**src/rtl/mine_grid_dp.sv**
```systemverilog
// Minesweeper datapath: mine placement (LFSR or preset mask), one probe at a time,
// 8-neighbour mine count with border masking, win/hit tracking and a persistent score.
module mine_grid_dp #(
    parameter int          ROWS      = 5,
    parameter int          COLS      = 5,
    parameter int          NUM_MINES = 3,
    parameter int          SCORE_W   = 32,
    parameter logic [15:0] SEED      = 16'hACE1,
    localparam int         CELLS     = ROWS * COLS,
    localparam int         IDX_W     = $clog2(CELLS + 1)
) (
    input  logic               clka,
    input  logic               restart_n,
    input  logic               start,
    input  logic               preset,
    input  logic [CELLS-1:0]   mine_mask,
    input  logic               load,
    input  logic [IDX_W-1:0]   data,
    output logic               ready,
    output logic               place_done,
    output logic               result_valid,
    output logic [3:0]         n_nearby,
    output logic               hit,
    output logic               err_invalid,
    output logic               gameover,
    output logic               win,
    output logic [CELLS-1:0]   mines,
    output logic [CELLS-1:0]   cleared,
    output logic [SCORE_W-1:0] global_score,
    output logic [2:0]         state_dbg
);

    // Handshake: a probe is taken on a rising edge where load=1 and ready=1; with ready=0
    // load is ignored. start has priority over load and is honoured in IDLE, READY and DONE.

    typedef enum logic [2:0] {
        IDLE   = 3'd0,
        PLACE  = 3'd1,
        READY  = 3'd2,
        PROBE  = 3'd3,
        RESULT = 3'd4,
        DONE   = 3'd5
    } state_t;

    localparam logic [15:0]      SEED_EFF  = (SEED == 16'h0000) ? 16'hACE1 : SEED;
    localparam logic [IDX_W-1:0] CELLS_I   = IDX_W'(CELLS);
    localparam logic [IDX_W-1:0] NUM_I     = IDX_W'(NUM_MINES);

    state_t             state;
    logic [15:0]        lfsr;
    logic [IDX_W-1:0]   idx;
    logic [IDX_W-1:0]   placed;
    logic [3:0]         nb_q;

    logic [IDX_W-1:0]   cand;
    logic [CELLS-1:0]   cand_oh;
    logic [CELLS-1:0]   idx_oh;
    logic [CELLS-1:0]   cleared_nxt;
    logic               cand_ok;
    logic               probe_hit;
    logic               probe_win;
    logic               start_ok;
    logic [3:0]         nb_sum;
    int                 nb_row;
    int                 nb_col;

    assign state_dbg   = state;
    assign ready       = (state == READY);
    assign cand        = lfsr[IDX_W-1:0];
    assign cand_oh     = CELLS'(1) << cand;
    assign cand_ok     = (cand < CELLS_I) && !(|(mines & cand_oh));
    assign idx_oh      = CELLS'(1) << idx;
    assign cleared_nxt = cleared | idx_oh;
    assign probe_hit   = |(mines & idx_oh);
    assign probe_win   = !probe_hit && (&(cleared_nxt | mines));
    assign start_ok    = start && ((state == IDLE) || (state == READY) || (state == DONE));

    // Row/col of the probed cell, then a sum over the in-board 3x3 window minus the centre.
    always_comb begin
        nb_row = 0;
        nb_col = 0;
        nb_sum = 4'd0;
        for (int i = 0; i < CELLS; i++) begin
            if (idx == IDX_W'(i)) begin
                nb_row = i / COLS;
                nb_col = i % COLS;
            end
        end
        for (int r = 0; r < ROWS; r++) begin
            for (int c = 0; c < COLS; c++) begin
                if ((r >= nb_row - 1) && (r <= nb_row + 1) &&
                    (c >= nb_col - 1) && (c <= nb_col + 1) &&
                    !((r == nb_row) && (c == nb_col))) begin
                    nb_sum = nb_sum + {3'b000, mines[IDX_W'(r * COLS + c)]};
                end
            end
        end
    end

    always_ff @(posedge clka or negedge restart_n) begin
        if (!restart_n) begin
            state        <= IDLE;
            lfsr         <= SEED_EFF;
            idx          <= '0;
            placed       <= '0;
            nb_q         <= '0;
            place_done   <= 1'b0;
            result_valid <= 1'b0;
            err_invalid  <= 1'b0;
            n_nearby     <= '0;
            hit          <= 1'b0;
            gameover     <= 1'b0;
            win          <= 1'b0;
            mines        <= '0;
            cleared      <= '0;
            global_score <= '0;
        end else begin
            lfsr         <= {lfsr[14:0], lfsr[15] ^ lfsr[13] ^ lfsr[12] ^ lfsr[10]};
            place_done   <= 1'b0;
            result_valid <= 1'b0;
            err_invalid  <= 1'b0;
            if (start_ok) begin
                mines    <= preset ? mine_mask : '0;
                cleared  <= '0;
                hit      <= 1'b0;
                gameover <= 1'b0;
                win      <= 1'b0;
                n_nearby <= '0;
                placed   <= '0;
                if (preset) begin
                    place_done <= 1'b1;
                    state      <= READY;
                end else begin
                    state <= PLACE;
                end
            end else begin
                case (state)
                    PLACE: begin
                        if (cand_ok) begin
                            mines  <= mines | cand_oh;
                            placed <= placed + 1'b1;
                            if (placed + 1'b1 == NUM_I) begin
                                place_done <= 1'b1;
                                state      <= READY;
                            end
                        end
                    end
                    READY: begin
                        if (load) begin
                            if (data >= CELLS_I) begin
                                err_invalid <= 1'b1;
                            end else begin
                                idx   <= data;
                                state <= PROBE;
                            end
                        end
                    end
                    PROBE: begin
                        nb_q  <= nb_sum;
                        state <= RESULT;
                    end
                    RESULT: begin
                        n_nearby     <= nb_q;
                        hit          <= probe_hit;
                        cleared      <= cleared_nxt;
                        result_valid <= 1'b1;
                        if (probe_win) begin
                            win <= 1'b1;
                            if (global_score != '1) begin
                                global_score <= global_score + 1'b1;
                            end
                        end
                        if (probe_hit || probe_win) begin
                            gameover <= 1'b1;
                            state    <= DONE;
                        end else begin
                            state <= READY;
                        end
                    end
                    default: ;
                endcase
            end
        end
    end

endmodule

```
**config.mk**
```make
export PLATFORM = sky130hd
export DESIGN_NAME = mine_grid_dp
export DESIGN_NICKNAME = d
export VERILOG_FILES = /design/src/rtl/mine_grid_dp.sv
export SDC_FILE = /design/constraint.sdc
export NUM_CORES = 1
export LEC_CHECK = 0
export ABC_CLOCK_PERIOD_IN_PS = 26300
export CAP_MARGIN = 20
export CORE_MARGIN = 10
export CORE_UTILIZATION = 45
export DETAILED_ROUTE_END_ITERATION = 8
export DONT_BUFFER_PORTS = 1
export SLEW_MARGIN = 20
export SYNTH_ARGS = -nofsm -noshare
export SYNTH_HDL_FRONTEND = slang
export SYNTH_SLANG_ARGS = --single-unit
```
**constraint.sdc**
```tcl
create_clock -name clka -period 26.3 [get_ports clka]
set_input_delay 1.315 -clock clka [delete_from_list [all_inputs] [get_ports clka]]
set_output_delay 1.315 -clock clka [all_outputs]
set_load 0.1 [all_outputs]
```
After elaboration in Yosys (flattened, before gate mapping):

Cells that the tools add are included.
Widths: inputs -> output; s select.

* $add $sub $neg: 21
* $mul: 0
* divide/modulo/power cells: 0
* order comparisons: 22
* eq/ne operators: 43
* shift operators: 2
* multiplexer cells: 107
* bitwise logic cells: 10
* reduce and logical (&&, ||, !) cells: 157

Operator list (number)
* $mux 32: 38
* $mux 25: 6
* $eq 3x32->1 const A: 4
* $ge 3x32->1 const A: 4
* $le 3x32->1 const A: 4
* $logic_and 1x1->1: 108
* $mux 4: 26
* $or 25x25->25: 3
* $add 32x2->32 const B: 2
* $eq 2x32->1 const A: 2
* $eq 4x32->1 const A: 2
* $ge 1x32->1 const A: 2
* $ge 2x32->1 const A: 2
* $ge 4x32->1 const A: 2
* $le 1x32->1 const A: 2
* $le 2x32->1 const A: 2
* $le 4x32->1 const A: 2
* $logic_not 32->1: 2
* $sub 32x2->32 const B: 2
* $add 4x1->4: 15
* $and 25x25->25: 2
* $reduce_or 25->1: 2
* $shl 1x5->25 const A: 2
* $eq 5x5->1 const B: 9
* other kinds (30): 117

* register bits after elaboration: 125
* bits in latches: 0
* RAM bits: 0
* ROM bits: 0
* output and inout bits: 96
* word-level logic and storage cells: 377
* memories: 0

Logic depth before layout (Yosys ltp):

* depth after elaboration: 70
* gate-level depth with buffers: 61

Worst setup path after synthesis:

OpenSTA, ideal clock, no wires.

* path type: reg2reg
* from: register idx[2]
* to: register nb_q[3]
* setup time: 81 ps
* arrival: 10716 ps
* setup slack: 15504 ps
* stages on the path, launching flop included: 58
* period minus slack after synthesis: 10796 ps
* cells stage by stage: dfrtp_1 > buf_2 > nand2b_1 > o211a_1 > o311ai_2 > inv_1 > ha_1 > ha_1 > nand2_1 > nand3_1 > nor2_1 > ha_1 > o211ai_1 > o31ai_1 > ha_1 > nand2b_1 > o21a_1 > ha_1 > [22 not listed] > a21oi_1 > a21o_1 > ha_1 > nand2b_1 > and2_1 > ha_1 > a22o_1 > ha_1 > inv_1 > a21boi_0 > ha_1 > nand2_1 > xnor2_1 > xnor2_1 > nand4_1 > xnor2_1 > xnor3_1 > o21ai_1

* cells in the longest elaborated chain, start to end: 70
* elaborated cells on any way between the ends: 223
* classes of those cells: 19 x add/sub; 18 x order compare; 31 x eq/ne; 69 x mux; 86 x reduce/logical

Ends and longest elaborated chain
* from (decl): line 51 `logic [IDX_W-1:0] idx;`
* from (signal assigned): line 153 `idx <= data;`
* $eq 5x1->1: line 84 `if (idx == IDX_W'(i)) begin`
* $mux 1: line 84
* $mux 2: line 84
* $mux 32 (22 in series): line 84
* $sub 32x2->32: line 92 `(c >= nb_col - 1) && (c <= nb_col + 1) &&`
* $ge 1x32->1: line 92
* $logic_and 1x1->1: line 91 `if ((r >= nb_row - 1) && (r <= nb_row + 1) &&`
* $logic_and 1x1->1 (2 in series): line 92
* [23 not listed]
* $add 4x1->4: line 94 `nb_sum = nb_sum + {3'b000, mines[IDX_W'(r * COLS + c)]};`
* $mux 4: line 91
* $add 4x1->4: line 94
* $mux 4: line 91
* $add 4x1->4: line 94
* $mux 4: line 91
* $add 4x1->4: line 94
* $mux 4 * (10 in series): line 91
* to (signal assigned): line 159 `nb_q <= nb_sum;`
* to (decl): line 53 `logic [3:0] nb_q;`

Mark *: on every way between the ends. The rest lies on a longest branch, timed or not. The select of a mux whose other input is x is not followed.
A chain may end at the register's enable or synchronous reset.

Worst setup path in the final report:

Ends and elaborated chain as after synthesis.

==> reports/qor.yml <==
run:
  maxCapViolations: 0
timing:
  post-route-min-period_ns: 12.13
  min_period_over_period_pct: 46.1
  fmax_mhz: 82.4
  setup_viol: 0
  fin_ws_ns: 14.17
  worst_pin_slew_ns: 1.12
  setup_tns_ns: 0
  drv_slew: 0
  fin_skew_ns: 0.0116
  finalHoldViolCount: 0
  slew_headroom_pct: 25.5
  rsz0062_at_grt: "no"
cells_and_area:
  layout.nets: 1051
  drive_above_1_share_pct: 12.4
  synthToLayoutAreaGrowth_pct: 10.8
  finalNonFillerCells: 1219
  seqCellArea_um2: 3140
  design_area_um2: 9520
  multi_input_area_um2: 5190
  fill_cells: 1769
synthesis:
  yosys_warnings: 0
  ys.flop_type: "dfrtp_1"
  synth_area_per_cell_um2: 8.92
  synth_edf_count: 0
  synth_fp_nets: 1043
  yosysUniqueCellTypes: 91
  syn_inst: 963
  syn_area_um2: 8590
  ys_seq_area_share_pct: 36.5
  synth_seq_cells: 125
  async_reset_ff_share_pct: 100
global_routing:
  grt_max_degree: 126
  grt_use_met1_pct: 29.1
  grtUsageTotal_pct: 21.7
  grt_use_met2_pct: 32.6
  grt_pass1_wl_um: 42100
  grt_overflow: 0
  antenna_found_initial: 1
  use_met3_pct: 6.81
  grt_pass1_vias: 7080
  grt-busiest-layer: "met2"
worst_setup_path:
  path_delay_family: "adder cells"
  cpPeakStageDelay_ns: 0.73
  path_buf_inv: 3
  cp_slowest_cell: "dfrtp_1"
  worst_path_most_repeated_cell: "ha_1"
  start_kind: "flop"
  critPathRequiredTime_ns: 26.63
  arrival_ns: 12.46
  crit_type: "reg2reg"
  r2r_slack_ns: 14.17
  cp_max_fo: 33
  endpoint_kind: "flop"
place:
  pre_cts_ws_ns: 14.20
  portBuffers: 0
  dp_hpwl_um: 20700
  placed_cells: 1186
  dpl_cell_area_um2: 8960
  gp_congestion: 0.923
die:
  start_util_pct: 45.8
  core.rowCount: 50
  coreArea_um2: 18800
  die_w_um: 158
  fp.dieH_um: 158
  io_pins: 131
  fp.dieArea_um2: 25000
detailed_routing:
  antenna_left: 0
  vias: 7460
  drt-wirelength-per-cell_um: 22.3
  drc_errors: 0
  drt_iter0_markers: 457
  wl_um: 27200
  viasPerCell: 6.12
  dr.pass1.iters: 5
clocking:
  path_clk_slew_ns: 0.06
  root_buffer: "clkbuf_16"
  clk_latency_ns: 0.42
  cts_setup_buffers: 0
  tritoncts: "yes"
  cts_made_buffers: 17
  cts_hold_buf: 0
  clockBufferDepth: 2
  clock_sinks: 125
  cts_repair_resize_count: 0
  h-tree-depth: 4
hold_path:
  hold_path.class: "reg2reg"
run_status:
  outcome: "finished clean"
worst reg2reg max path: cells and delay by family, from the launching register on:
family	cells	cell delay [ns]
buffers and inverters	3	0.24
adders and majority gates	16	4.46
muxes	3	0.78
AOI/OAI and AO/OA	18	3.32
and+or+nand+nor	11	1.49
DFF	1	0.73
xor gates and xnor gates	4	1.04
cells in the mapped netlist, drive strengths merged (13+ instances only):
master,number,area [µm²]
xor2,15,131
a211oi,13,103
clkbuf,21,78.8
a31oi,13,81.3
mux2,16,180
nor3,25,151
ha,45,563
dfrtp,117,2930
and2,16,100
inv,20,75.1
nand2,80,300
nand4,17,106
nor2,94,358
and3,13,81.3
o21ai,70,354
a21oi,74,370
nand3,62,315
xnor2,40,358
nor2b,16,100
buf,22,118
placed cells by master, fill, tap and decap left out, types with 7 or more instances in the layout:
cell type	instances
dfrtp_1	117
nor2_1	91
nand2_1	80
a21oi_1	74
nand3_1	61
o21ai_0	59
ha_1	45
xnor2_1	39
buf_4	31
nor3_1	21
nand4_1	17
clkbuf_16	17
nor2b_1	16
and2_1	16
inv_1	16
mux2_2	16
xor2_1	15
a31oi_1	13
and3_1	13
mux2i_1	12
a211oi_1	12
nand2b_1	11
o21ai_1	10
o22ai_1	10
dfstp_2	8
o31ai_1	7
a22oi_1	7
kinds of logic after synthesis:
logic type | synth area share (%)
simple gates | 22.4
buf+inv | 3.21
compound gates | 20.8
fa+ha+maj | 6.56
flops | 36.5
mux | 3.50
xor+xnor | 7.04
path summary, 6_finish.rpt:
| check | startpoint | endpoint | cells past startpoint |
|---|---|---|---|
| max in group asynchronous | restart_n | lfsr[5] | 0 |
| min in group asynchronous | restart_n | global_score[21] | 0 |
| worst max register to register | idx[2] | nb_q[3] | 55 |
| worst max-delay path | idx[2] | nb_q[3] | 55 |
| worst min-delay path | lfsr[14] | lfsr[15] | 0 |
| worst min register to register | lfsr[14] | lfsr[15] | 0 |
flip-flops by register name, indices dropped and copies added (netlist names), 3 cells and up:
register and cells:
cleared 25, global_score 32, idx 5, lfsr 16, mines 25, n_nearby 4, nb_q 4, placed 5
state_dbg 3
cell type report:
cell class	instances	area share (%)
Multi-Input combinational cell	774	54.5
Sequential cell	125	33.0
Clock buffer	19	4.76
Tap cell	234	3.08
Timing Repair Buffer	32	2.74
Clock inverter	13	1.09
Inverter	21	0.828
Antenna cell	1	0.0263
per-stage QoR:
| stage | util (%) | hold slack, ns |
|---|---|---|
| 6_report | 50.7 | 0.349 |
| 5_1_grt | 50.7 | 0.358 |
| 4_1_cts | 50.7 | 0.355 |
| 3_5_place_dp | 47.7 | 0.346 |
| 3_3_place_gp | 47.7 | 0.335 |
| 2_1_floorplan | - | 0.331 |
routing by layer:
| metal | share of wire, % | up-vias |
|---|---|---|
| li1 | - | 3555 |
| met1 | 44 | 3555 |
| met2 | 44 | 291 |
| met3 | 9.1 | 59 |
| met4 | 2.7 | 0 |
| met5 | 0 | - |
Power is not shown: default switching activity piles up to over one toggle a cycle in this logic, so the estimate is an artifact.
